[config.mk]
export PLATFORM = sky130hd
export DESIGN_NAME = id_stage
export DESIGN_NICKNAME = d
export VERILOG_FILES = /design/src/rtl/pipe_pkg.sv /design/src/rtl/regfile_2r1w.sv /design/src/rtl/id_stage.sv
export SDC_FILE = /design/constraint.sdc
export NUM_CORES = 2
export LEC_CHECK = 0
export CORE_MARGIN = 2
export CORE_UTILIZATION = 30
export CTS_CLUSTER_DIAMETER = 30
export DETAILED_ROUTE_END_ITERATION = 10
export GPL_TIMING_DRIVEN = 0
export REMOVE_ABC_BUFFERS = 1
export SLEW_MARGIN = 20
export SYNTH_ARGS = -nofsm -noshare
export SYNTH_HDL_FRONTEND = slang
export SYNTH_SLANG_ARGS = --single-unit
[constraint.sdc]
create_clock -name clk -period 2.5 [get_ports clk]
set_input_delay 0.625 -clock clk [delete_from_list [all_inputs] [get_ports clk]]
set_output_delay 0.625 -clock clk [all_outputs]
set_load 0.02 [all_outputs]
[src/rtl/pipe_pkg.sv]
// rtl/pipe_pkg.sv - shared pipeline constants: opcodes, ALU op encodings, control bit indices
package pipe_pkg;

    localparam int XLEN   = 32;
    localparam int NREGS  = 32;
    localparam int REG_AW = 5;
    localparam int CTRL_W = 10;

    localparam logic [5:0] OP_R    = 6'h00;
    localparam logic [5:0] OP_BEQ  = 6'h04;
    localparam logic [5:0] OP_ADDI = 6'h08;
    localparam logic [5:0] OP_LW   = 6'h23;
    localparam logic [5:0] OP_SW   = 6'h2B;

    localparam logic [1:0] ALU_OP_ADD   = 2'b00;
    localparam logic [1:0] ALU_OP_SUB   = 2'b01;
    localparam logic [1:0] ALU_OP_FUNCT = 2'b10;

    // Bit positions inside id_ex_ctrl; the EX stage indexes with the same names.
    localparam int CTRL_REG_WRITE  = 9;
    localparam int CTRL_MEM_TO_REG = 8;
    localparam int CTRL_MEM_READ   = 7;
    localparam int CTRL_MEM_WRITE  = 6;
    localparam int CTRL_BRANCH     = 5;
    localparam int CTRL_ALU_SRC    = 4;
    localparam int CTRL_REG_DST    = 3;
    localparam int CTRL_ALU_OP_HI  = 2;
    localparam int CTRL_ALU_OP_LO  = 1;
    localparam int CTRL_ILLEGAL    = 0;

    // Main control decoder: opcode -> control word. Unknown opcodes only raise illegal.
    function automatic logic [CTRL_W-1:0] decode_ctrl(input logic [5:0] op);
        logic [CTRL_W-1:0] c;
        c = '0;
        case (op)
            OP_R: begin
                c[CTRL_REG_WRITE] = 1'b1;
                c[CTRL_REG_DST]   = 1'b1;
                c[CTRL_ALU_OP_HI:CTRL_ALU_OP_LO] = ALU_OP_FUNCT;
            end
            OP_LW: begin
                c[CTRL_REG_WRITE]  = 1'b1;
                c[CTRL_MEM_TO_REG] = 1'b1;
                c[CTRL_MEM_READ]   = 1'b1;
                c[CTRL_ALU_SRC]    = 1'b1;
                c[CTRL_ALU_OP_HI:CTRL_ALU_OP_LO] = ALU_OP_ADD;
            end
            OP_SW: begin
                c[CTRL_MEM_WRITE] = 1'b1;
                c[CTRL_ALU_SRC]   = 1'b1;
                c[CTRL_ALU_OP_HI:CTRL_ALU_OP_LO] = ALU_OP_ADD;
            end
            OP_BEQ: begin
                c[CTRL_BRANCH] = 1'b1;
                c[CTRL_ALU_OP_HI:CTRL_ALU_OP_LO] = ALU_OP_SUB;
            end
            OP_ADDI: begin
                c[CTRL_REG_WRITE] = 1'b1;
                c[CTRL_ALU_SRC]   = 1'b1;
                c[CTRL_ALU_OP_HI:CTRL_ALU_OP_LO] = ALU_OP_ADD;
            end
            default: c[CTRL_ILLEGAL] = 1'b1;
        endcase
        return c;
    endfunction

endpackage

[src/rtl/regfile_2r1w.sv]
// rtl/regfile_2r1w.sv - 2-read/1-write register file with r0 hardwired to zero and write bypass
module regfile_2r1w
    import pipe_pkg::*;
(
    input  logic              clk,
    input  logic              rst_n,
    input  logic [REG_AW-1:0] raddr_a,
    input  logic [REG_AW-1:0] raddr_b,
    output logic [XLEN-1:0]   rdata_a,
    output logic [XLEN-1:0]   rdata_b,
    input  logic              we,
    input  logic [REG_AW-1:0] waddr,
    input  logic [XLEN-1:0]   wdata
);

    logic [XLEN-1:0] regs [NREGS];
    logic            wr_en;

    assign wr_en = we && (waddr != '0);

    // Storage update; r0 is never written so its entry stays zero from reset.
    always_ff @(posedge clk or negedge rst_n) begin
        if (!rst_n) begin
            for (int i = 0; i < NREGS; i++) begin
                regs[i] <= '0;
            end
        end else if (wr_en) begin
            regs[waddr] <= wdata;
        end
    end

    // Read ports: r0 reads zero, a same-cycle write is forwarded ahead of storage.
    always_comb begin
        rdata_a = regs[raddr_a];
        rdata_b = regs[raddr_b];
        if (raddr_a == '0) begin
            rdata_a = '0;
        end else if (wr_en && (waddr == raddr_a)) begin
            rdata_a = wdata;
        end
        if (raddr_b == '0) begin
            rdata_b = '0;
        end else if (wr_en && (waddr == raddr_b)) begin
            rdata_b = wdata;
        end
    end

endmodule

[src/rtl/id_stage.sv]
// rtl/id_stage.sv - instruction decode: control decode, regfile read, load-use hazard, ID/EX register
module id_stage
    import pipe_pkg::*;
(
    input  logic              clk,
    input  logic              rst_n,
    input  logic [XLEN-1:0]   if_id_instr,
    input  logic [XLEN-1:0]   if_id_npc,
    input  logic              if_id_valid,
    input  logic              ex_mem_pcsrc,
    input  logic              wb_reg_write,
    input  logic [REG_AW-1:0] wb_write_reg,
    input  logic [XLEN-1:0]   wb_write_data,
    output logic              stall,
    output logic              id_ex_valid,
    output logic [XLEN-1:0]   id_ex_npc,
    output logic [XLEN-1:0]   id_ex_rs_data,
    output logic [XLEN-1:0]   id_ex_rt_data,
    output logic [XLEN-1:0]   id_ex_imm,
    output logic [REG_AW-1:0] id_ex_rs,
    output logic [REG_AW-1:0] id_ex_rt,
    output logic [REG_AW-1:0] id_ex_rd,
    output logic [CTRL_W-1:0] id_ex_ctrl
);

    logic [5:0]        opcode;
    logic [REG_AW-1:0] rs;
    logic [REG_AW-1:0] rt;
    logic [REG_AW-1:0] rd;
    logic [XLEN-1:0]   imm;
    logic [CTRL_W-1:0] ctrl;
    logic [XLEN-1:0]   rs_data;
    logic [XLEN-1:0]   rt_data;
    logic              uses_rt;
    logic              load_use;
    logic              bubble;

    assign opcode = if_id_instr[31:26];
    assign rs     = if_id_instr[25:21];
    assign rt     = if_id_instr[20:16];
    assign rd     = if_id_instr[15:11];
    assign imm    = {{(XLEN-16){if_id_instr[15]}}, if_id_instr[15:0]};
    assign ctrl   = decode_ctrl(opcode);

    regfile_2r1w u_regfile (
        .clk     (clk),
        .rst_n   (rst_n),
        .raddr_a (rs),
        .raddr_b (rt),
        .rdata_a (rs_data),
        .rdata_b (rt_data),
        .we      (wb_reg_write),
        .waddr   (wb_write_reg),
        .wdata   (wb_write_data)
    );

    // Load-use hazard: the load in ID/EX produces a register the current instruction reads.
    // rt is only a source for R-type, SW and BEQ; for LW/ADDI it is the destination.
    always_comb begin
        uses_rt  = (opcode == OP_R) || (opcode == OP_SW) || (opcode == OP_BEQ);
        load_use = id_ex_valid && id_ex_ctrl[CTRL_MEM_READ] && (id_ex_rt != '0) && if_id_valid &&
                   ((id_ex_rt == rs) || (uses_rt && (id_ex_rt == rt)));
        // A taken branch discards the instruction anyway, so holding fetch would be wrong.
        stall    = load_use && !ex_mem_pcsrc;
        bubble   = ex_mem_pcsrc || load_use;
    end

    // ID/EX pipeline register; flush and stall both insert a bubble (valid=0, ctrl=0).
    always_ff @(posedge clk or negedge rst_n) begin
        if (!rst_n) begin
            id_ex_valid   <= 1'b0;
            id_ex_npc     <= '0;
            id_ex_rs_data <= '0;
            id_ex_rt_data <= '0;
            id_ex_imm     <= '0;
            id_ex_rs      <= '0;
            id_ex_rt      <= '0;
            id_ex_rd      <= '0;
            id_ex_ctrl    <= '0;
        end else begin
            id_ex_npc     <= if_id_npc;
            id_ex_rs_data <= rs_data;
            id_ex_rt_data <= rt_data;
            id_ex_imm     <= imm;
            id_ex_rs      <= rs;
            id_ex_rt      <= rt;
            id_ex_rd      <= rd;
            if (bubble) begin
                id_ex_valid <= 1'b0;
                id_ex_ctrl  <= '0;
            end else begin
                id_ex_valid <= if_id_valid;
                id_ex_ctrl  <= ctrl;
            end
        end
    end

endmodule

==> results.cfg <==
[layout]
fin_nets = 4479
post-route-util_pct = 39.9
syn_to_final_growth_pct = 32.4
final_layout_size_suffix_gt1_share_pct = 50.3

[drt]
vias = 40935
post_drt_wl_per_cell_um = 29.7
vias_per_cell = 5.63
dr.first_iter.drc_count = 3970
ant_nets = 0
routed_wl_mm = 216
drt-pass1-iter-count = 8
drc = 0

[power]
intPower_mw = 59.9
p_clk_share_pct = 55.1
seqPwrFrac_pct = 30.9
ir_worst_vdd_uv = 663
p_leak_nw = 34.3
p_sw_share_pct = 24.4
p_per_area_mw_per_mm2 = 1010
pwr-share-comb_pct = 14.0
switching_power_mw = 19.4

[global_route]
grt_max_degree = 145
antenna_found_initial = 15
grt_usage_pct = 21.1
grt_pass1_wl_mm = 307
grt_pass1_vias = 43176
overflow = 0

[synthesis]
synth-main-ff-cell = dfrtp_1
netlist_top_cells_area = dfrtp_1 49%, mux2_2 20%, mux4_2 15%
synth_top_area_share_pct = 48.8
ys_types = 65
synthArstFlopShare_pct = 100
synth_area_sq_mm = 0.0593
syn_inst = 4067
seq_area_frac_synth_pct = 48.8
synth.avg_cell_area_sq_um = 14.6
synth_warnings = 0
ys_seq_elements = 1156
synth-edff-count = 0
yosys.area.top_type = dfrtp_1

[outcome]
status = complete, but fails checks
violations = setup timing

[worst_hold_path]
hold_path_depth = 1
worstHoldStart = if_id_instr[22]
holdPathEnd = id_ex_rs[1]
worst_hold_path_type = input port to flip-flop

[sta]
hold_viol_final = 0
period_share_pct = 119
max_clock_freq_mhz = 336
tightestPinTransition_ns = 1.11
worst_slack_ns = -0.479
finalSetupViolCount = 122
slew-limit-headroom_pct = 25.7
fin_hold_ws_ns = 0.00755
rsz0062_at_grt = yes
finalClockSkew_ns = 0.0571
fin_crit_ns = 2.98
slew_viol_final = 0

[clock_tree]
clk_latency_ns = 0.93
cts_buffers = 333
clock-sinks = 1156
cts_tree = yes
cts_max_level = 5
ctsRootBufferMaster = clkbuf_16
clk_pin_slew_worst_paths_ns = 0.04
clockBufferDepth = 4

[die]
design.die.area_sq_mm = 0.201
start_util_pct = 30.1
ios = 261
die_y_um = 448
rows = 163
placeableCoreArea_sq_mm = 0.197
die_w_um = 448

[setup_path]
critical_path_class = flip-flop to output pin
crit_path_start_kind = flip-flop
crit_path_max_fanout = 4
end_kind = output pin
reg2reg_slack_ns = 0.53
rr_endpoint = id_ex_rt_data[4]
r2r-start = u_regfile.regs[260]
cp.required_ns = 1.88
reg2reg_depth = 5
worst_ep_arrival_time_ns = 2.35

[flow_run]
drv_cap = 0

[place]
routabilityCongestion = 0.760
io_buffers = 260
pre_cts_slack_ns = -2.10
dp_hpwl_mm = 124
-- registers in the layout, summed over array words and instances, names as in the netlist, 4 cells and up --
register        cells
id_ex_ctrl          9
id_ex_imm          12
id_ex_npc          32
id_ex_rd            4
id_ex_rs            5
id_ex_rs_data      32
id_ex_rt            5
id_ex_rt_data      32
u_regfile.regs   1024
-- layer usage --
| layer | wire (um) | part of all wire, % | track usage, % | vias up |
|---|---|---|---|---|
| met5 | 66 | 0.031 | 0 | - |
| met4 | 12100 | 5.6 | 11.3 | 12 |
| met3 | 16700 | 7.7 | 4.81 | 657 |
| met2 | 102000 | 47 | 34.1 | 2019 |
| met1 | 84600 | 39 | 26.3 | 21868 |
| li1 | - | - | - | 16379 |
-- power by group through the flow --
stage	Sequential [mW]	Combinational [mW]	Clock, mW
CTS	24.4	11.1	44.2
global route	24.9	11.8	45.3
detailed placement	24.6	10.8	0
floorplan	24.2	6.85	0
finish	24.5	11.1	43.6
global placement	24.6	11.5	0
-- worst max-delay path by stage --
stage | startpoint | end | slack (ns) | depth (start not counted)
floorplan | id_ex_imm[15] | id_ex_imm[15] | -0.56 | 0
CTS | id_ex_rt[2] | stall | -0.56 | 7
finish | id_ex_rt[2] | stall | -0.48 | 7
global placement | rst_n | id_ex_imm[4] | -53.43 | 1
detailed placement | if_id_instr[17] | id_ex_rt_data[26] | -2.10 | 10
global route | id_ex_rt[3] | stall | -0.59 | 6
-- area by class of cell --
type,count,area [sq um]
Tap cell,2640,3300
Multi-Input combinational cell,2439,28400
Clock inverter,125,1890
Antenna cell,9,22.5
Clock buffer,463,9700
Sequential cell,1156,28900
Inverter,6,27.5
Timing Repair Buffer,437,6180
Fill cell,17881,118000
-- cell families (layout without fill, tap and decap cells) --
group	count (synthesis)	after routing	synth area share, %
compound gates	402	402	4.81
xor+xnor	20	20	0.296
buf+inv	472	1031	4.29
flops	1156	1156	48.8
mux	1643	1643	38.6
other cells	0	9	0
simple gates	374	374	3.20
-- stage by stage --
stage	cell area (sq um)	instances	setup TNS, ns	power, mW
finish	78500	7275	-5.92	79.2
global placement	62700	6501	-	36.1
detailed placement	65700	6616	-1254.87	35.5
CTS	78200	7244	-2.13	79.6
global route	78500	7268	-112.58	82.1
floorplan	56800	3601	-192.53	31.0
-- what timing repair did --
action / 4_1_cts / 5_1_grt
setup buffers: 21 / 12
hold endpoints to repair: 132 / 131
endpoints found under the setup margin: 560 / 289
pin swaps: 13 / 6
gates resized for setup: 147 / 32
cloned: 17 / 8
hold buffers: 2 / 2
-- cell usage after synthesis, types with 5 or more instances --
cell type / number
a211o_1: 18
nor3_1: 74
xnor2_1: 10
nand3b_1: 5
o41ai_1: 7
o21ai_0: 40
buf_4: 54
a21oi_1: 40
nand2b_1: 25
mux2_2: 1073
a211oi_1: 37
nor2_1: 113
nor4_1: 26
nand2_1: 44
mux4_2: 385
buf_2: 110
a22oi_1: 26
o211ai_1: 20
o22ai_1: 121
clkbuf_1: 205
buf_1: 49
a221oi_1: 26
mux4_1: 17
a221o_1: 23
nand3_1: 21
nor3b_1: 18
mux2i_1: 168
buf_8: 12
buf_6: 33
inv_1: 5
o221ai_1: 9
nor2b_1: 18
xor2_1: 10
dfrtp_1: 1156
o32ai_1: 6
-- worst max-delay path, cell delays in order (launching register included) --
cell	delay, ns
dfrtp_2	0.43
xor2_1	0.15
nor3_1	0.18
nand3_1	0.12
o41ai_2	0.06
o311a_2	0.25
nor2b_4	0.14
buf_6	0.12
-- layout by cell type, fill, tap and decap left out, types with 54 or more instances in the layout --
cell             count
buf_16              62
mux2_2            1073
nor3_1              56
clkbuf_8            75
clkbuf_16          347
clkdlybuf4s50_1    112
o22ai_1            121
buf_12              54
nor2_1              95
mux4_2             385
dlygate4sd2_1       95
dfrtp_1           1153
mux2i_1            168
Power figures use the tool's default switching activity.
